--- config.mk ---
export PLATFORM = sky130hd
export DESIGN_NAME = rv32i_dmem_responder
export DESIGN_NICKNAME = d
export VERILOG_FILES = /design/src/rtl/rv32i_dmem_responder.sv
export SDC_FILE = /design/constraint.sdc
export NUM_CORES = 1
export LEC_CHECK = 0
export CELL_PAD_IN_SITES_DETAIL_PLACEMENT = 0
export CELL_PAD_IN_SITES_GLOBAL_PLACEMENT = 1
export CORE_ASPECT_RATIO = 1.5
export CORE_MARGIN = 3
export CORE_UTILIZATION = 54
export CTS_BUF_LIST = sky130_fd_sc_hd__clkbuf_4 sky130_fd_sc_hd__clkbuf_8 sky130_fd_sc_hd__clkbuf_16
export CTS_CLUSTER_DIAMETER = 80
export DETAILED_ROUTE_END_ITERATION = 16
export PLACE_DENSITY = 0.75
export SYNTH_ARGS = -nofsm -noshare
export SYNTH_HDL_FRONTEND = slang
export SYNTH_SLANG_ARGS = --single-unit
--- constraint.sdc ---
create_clock -name clk -period 4.7 [get_ports clk]
set_input_delay 0.94 -clock clk [delete_from_list [all_inputs] [get_ports clk]]
set_output_delay 0.94 -clock clk [all_outputs]
set_load 0.05 [all_outputs]
--- src/rtl/rv32i_dmem_responder.sv ---
// Word-addressed data-memory slave with programmable wait states,
// single outstanding request and valid/ready on request and response.
module rv32i_dmem_responder #(
   parameter int DEPTH       = 32,
   parameter int WAIT_CYCLES = 2,
   parameter int CNT_W       = 16
) (
   input  logic             clk,
   input  logic             RN,
   input  logic             req_valid,
   output logic             req_ready,
   input  logic             req_we,
   input  logic [31:0]      req_addr,
   input  logic [31:0]      req_wdata,
   output logic             rsp_valid,
   input  logic             rsp_ready,
   output logic [31:0]      rsp_rdata,
   output logic             rsp_err,
   output logic [CNT_W-1:0] acc_cnt
);

   localparam int AW = $clog2(DEPTH);
   localparam logic [3:0] WLOAD =
      (WAIT_CYCLES == 0) ? 4'd0 : 4'(WAIT_CYCLES - 1);

   typedef enum logic [1:0] {IDLE, WAIT, RESP} state_t;

   state_t           r_state;
   state_t           w_next;
   logic [3:0]       r_wcnt;
   logic             r_we;
   logic [31:0]      r_addr;
   logic [31:0]      r_wdata;
   logic [31:0]      r_rdata;
   logic             r_err;
   logic [CNT_W-1:0] r_cnt;
   logic [31:0]      r_mem [DEPTH];

   logic             w_accept;
   logic             w_hs;
   logic             w_access;
   logic             w_acc_we;
   logic [31:0]      w_acc_addr;
   logic [31:0]      w_acc_wdata;
   logic             w_in_range;
   logic [AW-1:0]    w_idx;

   assign req_ready = RN && (r_state == IDLE);
   assign rsp_valid = (r_state == RESP);
   assign rsp_rdata = r_rdata;
   assign rsp_err   = r_err;
   assign acc_cnt   = r_cnt;

   assign w_accept   = req_valid && req_ready;
   assign w_hs       = rsp_valid && rsp_ready;
   assign w_in_range = (w_acc_addr < 32'(DEPTH));
   assign w_idx      = w_acc_addr[AW-1:0];

   // With no wait states the access happens on the accept edge itself,
   // so the request is used straight from the port.
   always_comb begin
      w_next      = r_state;
      w_access    = 1'b0;
      w_acc_we    = r_we;
      w_acc_addr  = r_addr;
      w_acc_wdata = r_wdata;
      unique case (r_state)
         IDLE: begin
            if (w_accept) begin
               if (WAIT_CYCLES == 0) begin
                  w_access    = 1'b1;
                  w_acc_we    = req_we;
                  w_acc_addr  = req_addr;
                  w_acc_wdata = req_wdata;
                  w_next      = RESP;
               end else begin
                  w_next = WAIT;
               end
            end
         end
         WAIT: begin
            if (r_wcnt == 4'd0) begin
               w_access = 1'b1;
               w_next   = RESP;
            end
         end
         RESP: begin
            if (w_hs) w_next = IDLE;
         end
         default: w_next = IDLE;
      endcase
   end

   always_ff @(posedge clk or negedge RN) begin
      if (!RN) r_state <= IDLE;
      else     r_state <= w_next;
   end

   always_ff @(posedge clk or negedge RN) begin
      if (!RN) begin
         r_we    <= 1'b0;
         r_addr  <= '0;
         r_wdata <= '0;
         r_wcnt  <= '0;
         r_rdata <= '0;
         r_err   <= 1'b0;
         r_cnt   <= '0;
      end else begin
         if (w_accept) begin
            r_we    <= req_we;
            r_addr  <= req_addr;
            r_wdata <= req_wdata;
            r_wcnt  <= WLOAD;
         end else if (r_state == WAIT) begin
            r_wcnt <= r_wcnt - 4'd1;
         end
         if (w_access) begin
            r_err   <= !w_in_range;
            r_rdata <= (w_in_range && !w_acc_we) ? r_mem[w_idx] : '0;
         end
         if (w_hs) r_cnt <= r_cnt + 1'b1;
      end
   end

   // Storage survives reset; only a committed access edge writes it.
   always_ff @(posedge clk) begin
      if (w_access && w_acc_we && w_in_range)
         r_mem[w_idx] <= w_acc_wdata;
   end

endmodule

After elaboration in Yosys (flattened, before gate mapping)

Memories as Yosys holds them, arrays and structs flattened.
Index checks and enable logic that the tools add are counted.
W data, S select, Z words.

Add/sub/neg operators: 2
Magnitude comparators: 1
Equality and inequality tests: 5
Mux-type cells: 11
Reductions and logical operators: 12

Operator list:

| kind                    | number |
|---|---|
| $lt A32 B6 Y1 const B   | 1 |
| $mux W32                | 1 |
| $add A16 B1 Y16 const B | 1 |
| $mux W4                 | 2 |
| $logic_and A1 B1 Y1     | 6 |
| $mux W2                 | 3 |
| $pmux W2 S3             | 1 |
| $logic_not A4 Y1        | 1 |
| $mux W1                 | 4 |
| $ne A2 B2 Y1 const B    | 2 |
| $sub A4 B1 Y4 const B   | 1 |
| $reduce_and A3 Y1       | 1 |
| $eq A2 B1 Y1 const B    | 1 |
| $eq A2 B2 Y1 const B    | 1 |
| $logic_not A1 Y1        | 2 |
| $logic_not A2 Y1        | 1 |
| $ne A2 B1 Y1 const B    | 1 |
| $reduce_bool A2 Y1      | 1 |

Bits in registers: 120
Memory bits (writable): 1024
Input port bits: 69
Output and inout bits: 51
Logic and storage cells: 40
Memories kept: 1

Memory list:

| name  | depth | bits a word | read ports | clocked after memory_dff | write ports | line | source |
|---|---|---|---|---|---|---|---|
| r_mem | 32    | 32          | 1          | 0                        | 1           | 37   | `logic [31:0] r_mem [DEPTH];` |

Depth between registers and ports, before layout

Gate-level depths: netlist of the first run.

Depth in word-level cells: 7
Depth in mapped cells: 8
Gate-level depth less buffers: 7

Worst setup path before layout of the first run

OpenSTA, ideal clock, no wires.

Path kind: register to register
Start point: register r_wcnt[0]
End point: memory r_mem[0][0] (enable)
Library setup time: 421 ps
Data arrival time: 3148 ps
Required time: 4279 ps
Path slack: 1130 ps
Cell stages (with the launch flop): 9
Path buffers: 1
Clock period less this slack: 3570 ps
Cells stage by stage: dfrtp_1 -> inv_1 -> ha_1 -> nor3b_2 -> nand4_1 -> nor4_2 -> or3b_1 -> buf_2 -> nor2_1

Cells in the longest elaborated chain, start to end: 7

Ends and longest elaborated chain:

| item                              | line | source |
|---|---|---|
| from (decl)                       | 30   | `logic [3:0] r_wcnt;` |
| from (signal assigned)            | 115  | `r_wcnt <= r_wcnt - 4'd1;` |
| $logic_not A4 Y1                  | 82   | `if (r_wcnt == 4'd0) begin` |
| $mux W1                           | 82   |  |
| $mux W1                           | 67   | `unique case (r_state)` |
| $logic_and A1 B1 Y1 (2 in series) | 127  | `if (w_access && w_acc_we && w_in_range)` |
| $mux W1                           | 127  |  |
| $mux W1 (not written as such)     | 128  | `r_mem[w_idx] <= w_acc_wdata;` |
| to (decl)                         | 37   |  |

No other way between the ends.

Final worst setup path of the first run

Start point: register r_wcnt[0]
End point: memory r_mem[28][29] (enable)

Same word-level chain as after synthesis.

==> results by group, run 1 <==
Status
  • Status: finished, final reports clean

Clock tree
  • CTS tree: yes
  • PostCTS Resize Cnt: 0
  • Number of CTS-inserted buffers: 104
  • Clock Tree Root: clkbuf_16
  • # clock sinks: 1144
  • H-tree levels: 3
  • CTS clk-pin slew, worst paths: 0.07 ns
  • Clk Latency, worst-skew pair: 0.68 ns
  • Clk buf depth: 3
  • Post-CTS setup buffers: 0
  • Hold_buf cts: 0

Pwr
  • PwrDens: ~590 nW/µm²
  • Worst VDD drop: about 0.00052 V
  • Leak: 16.9 nW

GRT
  • Largest net degree at the start of global routing: 80
  • Number of global-route vias before repair: 22900
  • Initial antenna violation count: 4
  • Gr busiest metal: met2
  • Overflow left after global routing: 0
  • GR Layer Usage met1: 0.353
  • First-pass GRT wire length: 160000 µm
  • Met3 usage: 0.0340
  • Tot GR Track Use: 0.264
  • Met2 GRT Util: 0.451

Floorplan
  • DIE AREA: around 84000 µm²
  • Core area: 79900 µm²
  • Horiz. Die Dim: roughly 240 µm
  • Initial Util: 0.546
  • Rows: about 130
  • Top-Level Pins: 120
  • Die height: 354 µm

Timing
  • Period Utilization, post-route: 0.807
  • Setup TNS: 0 ns
  • Final hold violations: 0
  • Worst Tran Pin Value: between 1 and 1.5 ns
  • Max-slew violations: 0
  • Unrepaired setup endpoints after global routing: no
  • Setup Skew: 0.0305 ns
  • Final worst slack: 0.906 ns
  • Final min period: approximately 3.8 ns
  • Worst slew margin: 0.0759
  • Highest clock rate: 0.264 GHz
  • Setup violators final: 0

Synth
  • Sequential share of the synthesized area: 0.774
  • Ys async rst share: 0.105
  • Unique cell type count in the Yosys netlist: 48
  • Synthesized instance count: 2187
  • Post-Syn Nets: 2258
  • Synth warn: 0
  • Post-synth EDFFs: 1024
  • Synthesized area: 43600 µm²
  • Register bit total from synthesis: 1144
  • Syn Area/Cell: 19.9 µm²
  • Top FF cell, synth: edfxtp_1

Place
  • Dpl hpwl: 66300 µm
  • Port bufs: 119
  • Post-DP Area: about 47000 µm²
  • GP Congestion: ~0.83
  • Post-place setup slack: 0.891 ns

Route
  • DR vias: 22100
  • Residual DRC: 0
  • Routed Antenna Nets: 0
  • Vias per cell: 6.33
  • Initial DRT Pass Iterations: 5
  • Post-detailed-route wirelength per cell: between 30 and 40 µm
  • Drt total wl: 110000 µm
  • Initial DRC count: around 2300

Setup path
  • R2r setup slk: 0.91 ns
  • Setup crit start: r_wcnt[0]
  • Crit path to: r_mem[28][29]
  • Worst R2R Path Depth: 9
  • WS Path Type: flip-flop to flip-flop
  • Worst Path Max Fanout: 17
  • Worst Path Required: 5.07 ns
  • R2R Path Start: r_wcnt[0]
  • Critical Path Start Type: flip-flop
  • CP Capture Type: flip-flop
  • Worst R2R End: r_mem[28][29]
  • Worst EP arrival: 4.16 ns

Run
  • Max-cap violations: 0

Worst hold path
  • Hold crit path type: input port to async pin

Final layout
  • Fraction of layout cells with a size suffix above 1: 0.213
  • Layout net count: 2445
  • Most frequent cells in the layout: 1024 x edfxtp_1, 253 x mux2i_1, 129 x a22oi_1
  • Finished Cell Area: 50300 µm²
  • Fill cell total of the finished layout: approximately 5500
  • Final Core Density: 0.629
  • Area delta synth->final: 15.3%
  • Most common cell after layout, fill and taps aside: edfxtp_1
==> synthesized netlist by cell type, types with 10 or more instances <==
master | instances | area (µm²)
edfxtp_1 | 1024 | 30700
nor2_1 | 40 | 150
buf_4 | 30 | 225
nand2_1 | 47 | 176
o21ai_1 | 32 | 160
dfrtp_1 | 120 | 3000
buf_6 | 13 | 146
mux2i_1 | 253 | 2530
mux2_2 | 76 | 856
buf_2 | 44 | 220
nand4_1 | 36 | 225
mux4_2 | 124 | 2790
xnor2_1 | 10 | 87.6
clkbuf_1 | 38 | 143
o22ai_1 | 63 | 394
or3_1 | 33 | 206
a22oi_1 | 129 | 968
==> cell type report <==
| class | instances | area, µm² | area share |
|---|---|---|---|
| Sequential cell | 1144 | 33800 | 0.672 |
| Multi-Input combinational cell | 912 | 9440 | 0.188 |
| Clock buffer | 131 | 2840 | 0.0566 |
| Timing Repair Buffer | 207 | 2180 | 0.0433 |
| Tap cell | 1032 | 1290 | 0.0257 |
| Clock inverter | 65 | 737 | 0.0147 |
| Inverter | 5 | 18.8 | 0.000373 |
| Antenna cell | 1 | 2.50 | 0.0000498 |
==> per-stage QoR <==
stage	instances	hold slack [ns]	power, mW
floorplan	2187	0.472	18.3
global placement	3300	0.462	21.0
detailed placement	3300	0.462	21.2
CTS	3496	0.00232	30.0
global route	3496	0.0285	30.8
finish	3497	0.0423	29.8
==> state kept, by name, summed over array words and instances (netlist names) <==
| signal | cells |
|---|---|
| rsp_err | 1 |
| rsp_rdata | 32 |
| r_state | 2 |
| r_wdata | 32 |
| r_we | 1 |
| r_mem | 1024 |
| acc_cnt | 16 |
| r_wcnt | 4 |
| r_addr | 32 |
==> metal layers <==
layer	share of wire	wire, µm
met1	0.39	42400
met2	0.51	56400
met4	0.032	3470
met3	0.067	7300
met5	0.00026	28
==> report_power, final <==
part	total, mW	internal, mW	switching (mW)
logic	6.64	2.79	3.85
clock network	8.83	5.08	3.74
registers	14.3	12.8	1.53
==> cells by family after synthesis <==
family / count (synthesis) / synth area share
DFF: 1144 / 0.774
muxes: 453 / 0.142
AOI/OAI and AO/OA: 232 / 0.0361
and+or+nand+nor: 208 / 0.0269
buffers and inverters: 131 / 0.0174
xor gates and xnor gates: 17 / 0.00341
adders and majority gates: 2 / 0.000574
==> critical path: stages, from the launching register on <==
cell     delay, ns
dfrtp_1       0.40
inv_1         0.08
ha_1          0.16
nor3b_2       0.31
nand4_1       0.22
nor4_2        0.46
buf_4         0.22
or3b_1        0.67
nor2_4        0.69
buf_12        0.26
==> how the worst min path moves through the flow <==
stage	start	cells after the start	to
after detailed placement	acc_cnt[15]	1	acc_cnt[15]
final	RN	1	acc_cnt[14]
after global placement	acc_cnt[15]	1	acc_cnt[15]
after global routing	RN	1	acc_cnt[14]
after CTS	RN	1	acc_cnt[14]
after floorplan	r_addr[8]	1	r_addr[8]
Note: power is estimated with default switching activity, not from simulation.
==> inputs of run 2 (changes only) <==
==> constraint.sdc (replaced) <==
create_clock -name clk -period 3.73 [get_ports clk]
set_input_delay 0.746 -clock clk [delete_from_list [all_inputs] [get_ports clk]]
set_output_delay 0.746 -clock clk [all_outputs]
set_load 0.05 [all_outputs]
==> results by group, run 2 (synthesis gave the netlist of run 1 again) <==
Route
  • Drt total wl: 112000 µm (+2.7%)
  • Initial DRT Pass Iterations: 6 (+1)
  • Routed Antenna Nets: 0 (unchanged)
  • Initial DRC count: 2525 (+8.6%)
  • Post-detailed-route wirelength per cell: 31.9 µm (+2.0%)
  • Met3 Wirelength: 8140 µm (+11%)
  • M1 WL: 42300 µm (-0.26%)
  • DR vias: 22600 (+2.0%)
  • Top layer in use: met4
  • Met2 WL: 58400 µm (+3.6%)
  • Residual DRC: 0 (unchanged)
  • Vias per cell: 6.41 (+1.4%)

Final layout
  • Fill cell total of the finished layout: 5449 (-0.98%)
  • Largest Register: r_mem
  • Max reg flops: 1024 (unchanged)
  • Most frequent cells in the layout: 1024 x edfxtp_1, 253 x mux2i_1, 129 x a22oi_1
  • Fraction of layout cells with a size suffix above 1: 0.220 (+0.00656)
  • Finished Cell Area: 50500 µm² (+0.42%)
  • Layout net count: 2469 (+0.98%)
  • Most common cell after layout, fill and taps aside: edfxtp_1
  • Area delta synth->final: 15.7%

Clock tree
  • Clk Latency, worst-skew pair: 0.68 ns (about the same)
  • CTS clk-pin slew, worst paths: 0.06 ns (about the same)
  • Post-CTS setup buffers: 0 (unchanged)
  • # clock sinks: 1144 (unchanged)
  • Number of CTS-inserted buffers: 103 (-0.96%)
  • H-tree levels: 3 (unchanged)
  • CTS tree: yes
  • Clock Tree Root: clkbuf_16
  • Clk buf depth: 3 (unchanged)

Pwr
  • PwrDens: 739 nW/µm² (+25%)
  • Internal power: 26.3 mW (+27%)
  • Gate power share: 0.211 (-0.012)
  • Clock Power Share: 0.300 (+0.004)
  • Leak: 17.0 nW (+1.1%)
  • Worst VDD drop: 0.000609 V (+18%)
  • Switching Power: 11.1 mW (+21%)
  • Total Power: 37.3 mW (+25%)
  • Sw Ratio: 0.296 (-0.0100)
  • Flop pwr share: 0.489 (+0.008)

Timing
  • Unrepaired setup endpoints after global routing: no
  • Worst slew margin: 0.145 (+0.0693)
  • Final min period: 3.45 ns (-0.346 ns)
  • Final hold violations: 0 (unchanged)
  • Highest clock rate: 0.290 GHz (+10%)
  • Setup violators final: 0 (unchanged)
  • Final worst slack: 0.283 ns (-0.624 ns)
  • Setup TNS: 0 ns (unchanged)
  • Fin Hold WS: 0.468 ns (+0.426 ns)
  • Worst Tran Pin Value: 1.28 ns (-0.104 ns)
  • Period Utilization, post-route: 0.924 (+0.117)
  • Max-slew violations: 0 (unchanged)
  • Setup Skew: 0.0312 ns (+0.000660 ns)

Status
  • Status: finished, final reports clean

Setup path
  • Worst EP arrival: 3.79 ns (-0.37 ns)
  • CP max stage cell: or3b_1
  • R2R Path Start: r_wcnt[0]
  • Crit-path leading delay family: simple AND/OR/NAND/NOR gates
  • Worst Path Required: 4.07 ns (-1.00 ns)
  • CP peak stage delay: 0.66 ns (-0.03 ns)
  • Worst Path Max Fanout: 13 (-4)
  • R2r setup slk: 0.28 ns (-0.62 ns)
  • Crit path cell chain: inv_1 > ha_1 > nor3b_2 > nand4_1 > nor4_2 > buf_4 > or3b_1 > nor2_4 > buf_4
  • Critical Path Start Type: flip-flop
  • Cell mode on critical path: buf_4
  • CP Capture Type: flip-flop
  • WS Path Type: flip-flop to flip-flop
  • Worst R2R Path Depth: 9 (unchanged)
  • Worst R2R End: r_mem[4][11]
  • WP buf/inv: 3 (unchanged)

Place
  • GP Congestion: 0.820 (-0.95%)
  • Port bufs: 119 (unchanged)
  • Post-place setup slack: 0.316 ns (-0.575 ns)
  • Dpl hpwl: 66500 µm (+0.27%)
  • Post-DP Area: 46800 µm² (+0.33%)

GRT
  • Overflow left after global routing: 0 (unchanged)
  • First-pass GRT wire length: 164000 µm (+2.1%)
  • Tot GR Track Use: 0.271 (+0.00694)
  • Initial antenna violation count: 2 (-2)
  • Largest net degree at the start of global routing: 67 (-16%)
  • Number of global-route vias before repair: 23300 (+1.6%)

Floorplan
  • Rows: 127 (unchanged)
  • Core area: 79900 µm² (unchanged)
  • DIE AREA: 84300 µm² (unchanged)
  • Top-Level Pins: 120 (unchanged)
  • Die height: 354 µm (unchanged)
  • Horiz. Die Dim: 238 µm (unchanged)
  • Initial Util: 0.546 (unchanged)

Run
  • Max-cap violations: 0 (unchanged)

Worst hold path
  • Worst Hold Launch: acc_cnt[15]
  • Worst Hold Path EP: acc_cnt[15]
  • Hold crit path type: flip-flop to flip-flop
  • Worst Hold Depth: 1
[run 2: cell types whose count changed in the layout (fill, tap and decap cells not counted), moves of 2 or more]
cell,delta
clkinvlp_4,-6
clkbuf_4,+4
bufinv_16,+2
buf_12,-2
buf_4,+27
clkinv_2,-4
inv_6,-3
clkinv_4,+3
[run 2: area by class of cell]
type / count / area (µm²) / share of cell area
Sequential cell: 1144 / 33800 / 0.669
Multi-Input combinational cell: 912 / 9440 / 0.187
Clock buffer: 136 / 2900 / 0.0574
Timing Repair Buffer: 232 / 2340 / 0.0464
Tap cell: 1032 / 1290 / 0.0256
Clock inverter: 57 / 727 / 0.0144
Inverter: 5 / 18.8 / 0.000372
Antenna cell: 2 / 5.00 / 0.0000991
[run 2: worst max path at each step]
stage                     slack (ns)             to      start  cells past startpoint
after floorplan                 0.16    r_mem[0][0]  r_wcnt[0]                      8
after global placement          0.36  r_mem[12][22]  r_wcnt[0]                      9
after detailed placement        0.32  r_mem[12][27]  r_wcnt[0]                      9
after CTS                       0.31   r_mem[4][11]  r_wcnt[0]                      9
after global routing            0.14  r_mem[12][27]  r_wcnt[0]                      9
final                           0.28   r_mem[4][11]  r_wcnt[0]                      9
[run 2: what timing repair did]
item	CTS	global route
endpoints found under the hold margin	21	0
hold buffers	1	0
resized for setup	0	0
[run 2: power groups by stage]
stage,Sequential (mW),Combinational [mW],Clock (mW)
after floorplan,17.4,5.69,0
after global placement,18.4,7.84,0
after detailed placement,18.5,7.91,0
after CTS,18.2,7.96,11.4
after global routing,18.4,8.33,11.9
final,18.2,7.87,11.2
[run 2: metrics by stage]
stage | util | std cells
global placement | 0.586 | 3324
floorplan | - | 2187
CTS | 0.631 | 3518
finish | 0.632 | 3520
global route | 0.631 | 3518
detailed placement | 0.586 | 3324
[run 2: per-layer routing]
metal,GRT usage,up-vias
met4,0.0926,0
li1,-,9370
met5,0,-
met3,0.0379,190
met1,0.357,11900
met2,0.467,1084
==> inputs of run 3 (changes only) <==
==> constraint.sdc (replaced) <==
create_clock -name clk -period 3.4 [get_ports clk]
set_input_delay 0.68 -clock clk [delete_from_list [all_inputs] [get_ports clk]]
set_output_delay 0.68 -clock clk [all_outputs]
set_load 0.05 [all_outputs]
==> results by group, run 3 (synthesis gave the netlist of run 1 again) <==
Timing
  • Highest clock rate: 0.336 GHz (+16%)
  • Fin Hold WS: 0.404 ns (-0.0638 ns)
  • Setup violators final: 0 (unchanged)
  • Worst Tran Pin Value: 1.33 ns (+0.0465 ns)
  • Max-slew violations: 0 (unchanged)
  • Unrepaired setup endpoints after global routing: no
  • Setup Skew: 0.0263 ns (-0.00492 ns)
  • Worst slew margin: 0.114 (-0.0310)
  • Final min period: 2.98 ns (-0.468 ns)
  • Final hold violations: 0 (unchanged)
  • Period Utilization, post-route: 0.876 (-0.0478)

Place
  • GP Congestion: 0.822 (+0.24%)
  • Port bufs: 119 (unchanged)
  • Dpl hpwl: 67100 µm (+0.84%)
  • Placed cells: 3346 (+0.66%)

Final layout
  • Final std cells w/o fill: 3542 (+0.63%)
  • Area delta synth->final: 16.0%
  • Layout net count: 2491 (+0.89%)
  • Ant diodes: 0 (-2)
  • Most common cell after layout, fill and taps aside: edfxtp_1
  • Fraction of layout cells with a size suffix above 1: 0.231 (+0.0106)
  • Max reg flops: 1024 (unchanged)
  • Largest Register: r_mem
  • Final Core Density: 0.633 (+0.00160)
  • Most frequent cells in the layout: 1024 x edfxtp_1, 253 x mux2i_1, 129 x a22oi_1

Setup path
  • CP Capture Type: flip-flop
  • R2r setup slk: 0.42 ns (+0.14 ns)
  • Worst EP arrival: 3.29 ns (-0.50 ns)
  • Worst Path Max Fanout: 20 (+7)
  • Critical Path Start Type: flip-flop
  • WS Path Type: flip-flop to flip-flop
  • Worst R2R Path Depth: 10 (+1)
  • Setup crit start: r_wcnt[0]
  • Crit path to: r_mem[28][27]
  • R2R Path Start: r_wcnt[0]
  • Worst R2R End: r_mem[28][27]
  • Worst Path Required: 3.71 ns (-0.36 ns)

Pwr
  • Worst VDD drop: 0.000868 V (+43%)
  • Leak: 17.1 nW (+0.60%)
  • Total Power: 41.0 mW (+9.9%)
  • PwrDens: 810 nW/µm² (+9.6%)

Route
  • Initial DRC count: 2568 (+1.7%)
  • Routed Antenna Nets: 0 (unchanged)
  • Drt total wl: 112000 µm (-0.35%)
  • Vias per cell: 6.37 (-0.77%)
  • Initial DRT Pass Iterations: 8 (+2)
  • Residual DRC: 0 (unchanged)
  • Post-detailed-route wirelength per cell: 31.6 µm (-0.96%)
  • DR vias: 22500 (-0.15%)

Floorplan
  • Core area: 79900 µm² (unchanged)
  • Die height: 354 µm (unchanged)
  • Initial Util: 0.546 (unchanged)
  • Rows: 127 (unchanged)
  • DIE AREA: 84300 µm² (unchanged)
  • Top-Level Pins: 120 (unchanged)
  • Horiz. Die Dim: 238 µm (unchanged)

GRT
  • Initial antenna violation count: 3 (+1)
  • First-pass GRT wire length: 163000 µm (-0.45%)
  • Overflow left after global routing: 0 (unchanged)
  • Tot GR Track Use: 0.270 (-0.00108)
  • Number of global-route vias before repair: 23300 (+0.026%)
  • Largest net degree at the start of global routing: 76 (+13%)

Worst hold path
  • Hold crit path type: input port to async pin

Clock tree
  • CTS tree: yes
  • Post-CTS setup buffers: 0 (unchanged)
  • Clock Tree Root: clkbuf_16
  • H-tree levels: 3 (unchanged)
  • Clk buf depth: 3 (unchanged)
  • CTS clk-pin slew, worst paths: 0.06 ns (about the same)
  • Clk Latency, worst-skew pair: 0.67 ns (about the same)
  • Number of CTS-inserted buffers: 103 (unchanged)
  • # clock sinks: 1144 (unchanged)

Run
  • Max-cap violations: 0 (unchanged)

Status
  • Status: finished, final reports clean
-- run 3: cell types whose count changed in the layout (fill, tap and decap cells not counted), moves of 2 or more --
cell,before,now
clkinv_1,14,6
buf_12,24,31
buf_4,89,104
clkbuf_8,6,14
clkinv_2,14,24
diode_2,2,0
bufinv_16,16,7
-- run 3: repair_timing --
item,4_1_cts,5_1_grt
endpoints found under the hold margin,14,0
hold buffers,1,0
resized for setup,0,0
-- run 3: layout make-up --
class	instances	area, µm²
sequential	1144	33800
timing repair buffer	254	2590
clock inverter	51	479
multi-input combinational	912	9440
fill	5439	29300
inverter	5	18.8
clock buffer	144	3030
tap	1032	1290
-- run 3: per-stage QoR --
| stage | instance area (µm²) | worst slack, ns | TNS [ns] |
|---|---|---|---|
| floorplan | 43600 | -0.170 | -42.46 |
| CTS | 50600 | 0.426 | 0 |
| detailed placement | 47100 | 0.479 | 0 |
| finish | 50600 | 0.420 | 0 |
| global placement | 47100 | 0.458 | 0 |
| global route | 50600 | 0.231 | 0 |
-- run 3: how the worst min path moves through the flow --
| stage | to | slack (ns) | cells past startpoint |
|---|---|---|---|
| 6_report | r_addr[8] | 0.40 | 2 |
| 5_1_grt | r_addr[8] | 0.42 | 2 |
| 4_1_cts | r_addr[9] | 0.37 | 2 |
| 3_5_place_dp | acc_cnt[15] | 0.48 | 1 |
| 3_3_place_gp | acc_cnt[15] | 0.47 | 1 |
| 2_1_floorplan | acc_cnt[0] | 0.38 | 0 |
-- run 3: where the power goes --
group	total, mW	internal (mW)	switching, mW
Combinational	9.12	4.10	5.03
Clock	11.8	6.78	5.07
Sequential	20.0	17.7	2.33
-- run 3: layer usage --
| metal | vias up | part of all wire | wire, µm | GRT usage |
|---|---|---|---|---|
| li1 | 9403 | - | - | - |
| met1 | 11900 | 0.38 | 42700 | 0.361 |
| met2 | 1053 | 0.51 | 57300 | 0.459 |
| met3 | 174 | 0.075 | 8430 | 0.0384 |
| met4 | 2 | 0.032 | 3560 | 0.0955 |
| met5 | - | 0.000062 | 7 | 0 |
-- run 3: worst max-delay path, stage by stage, from the launching register on --
cell	delay (ns)
dfrtp_1	0.39
inv_1	0.08
ha_1	0.17
nor3b_2	0.30
nand4_1	0.16
nor4_2	0.23
buf_4	0.19
or3b_1	0.36
buf_4	0.22
nor2_4	0.13
buf_4	0.36
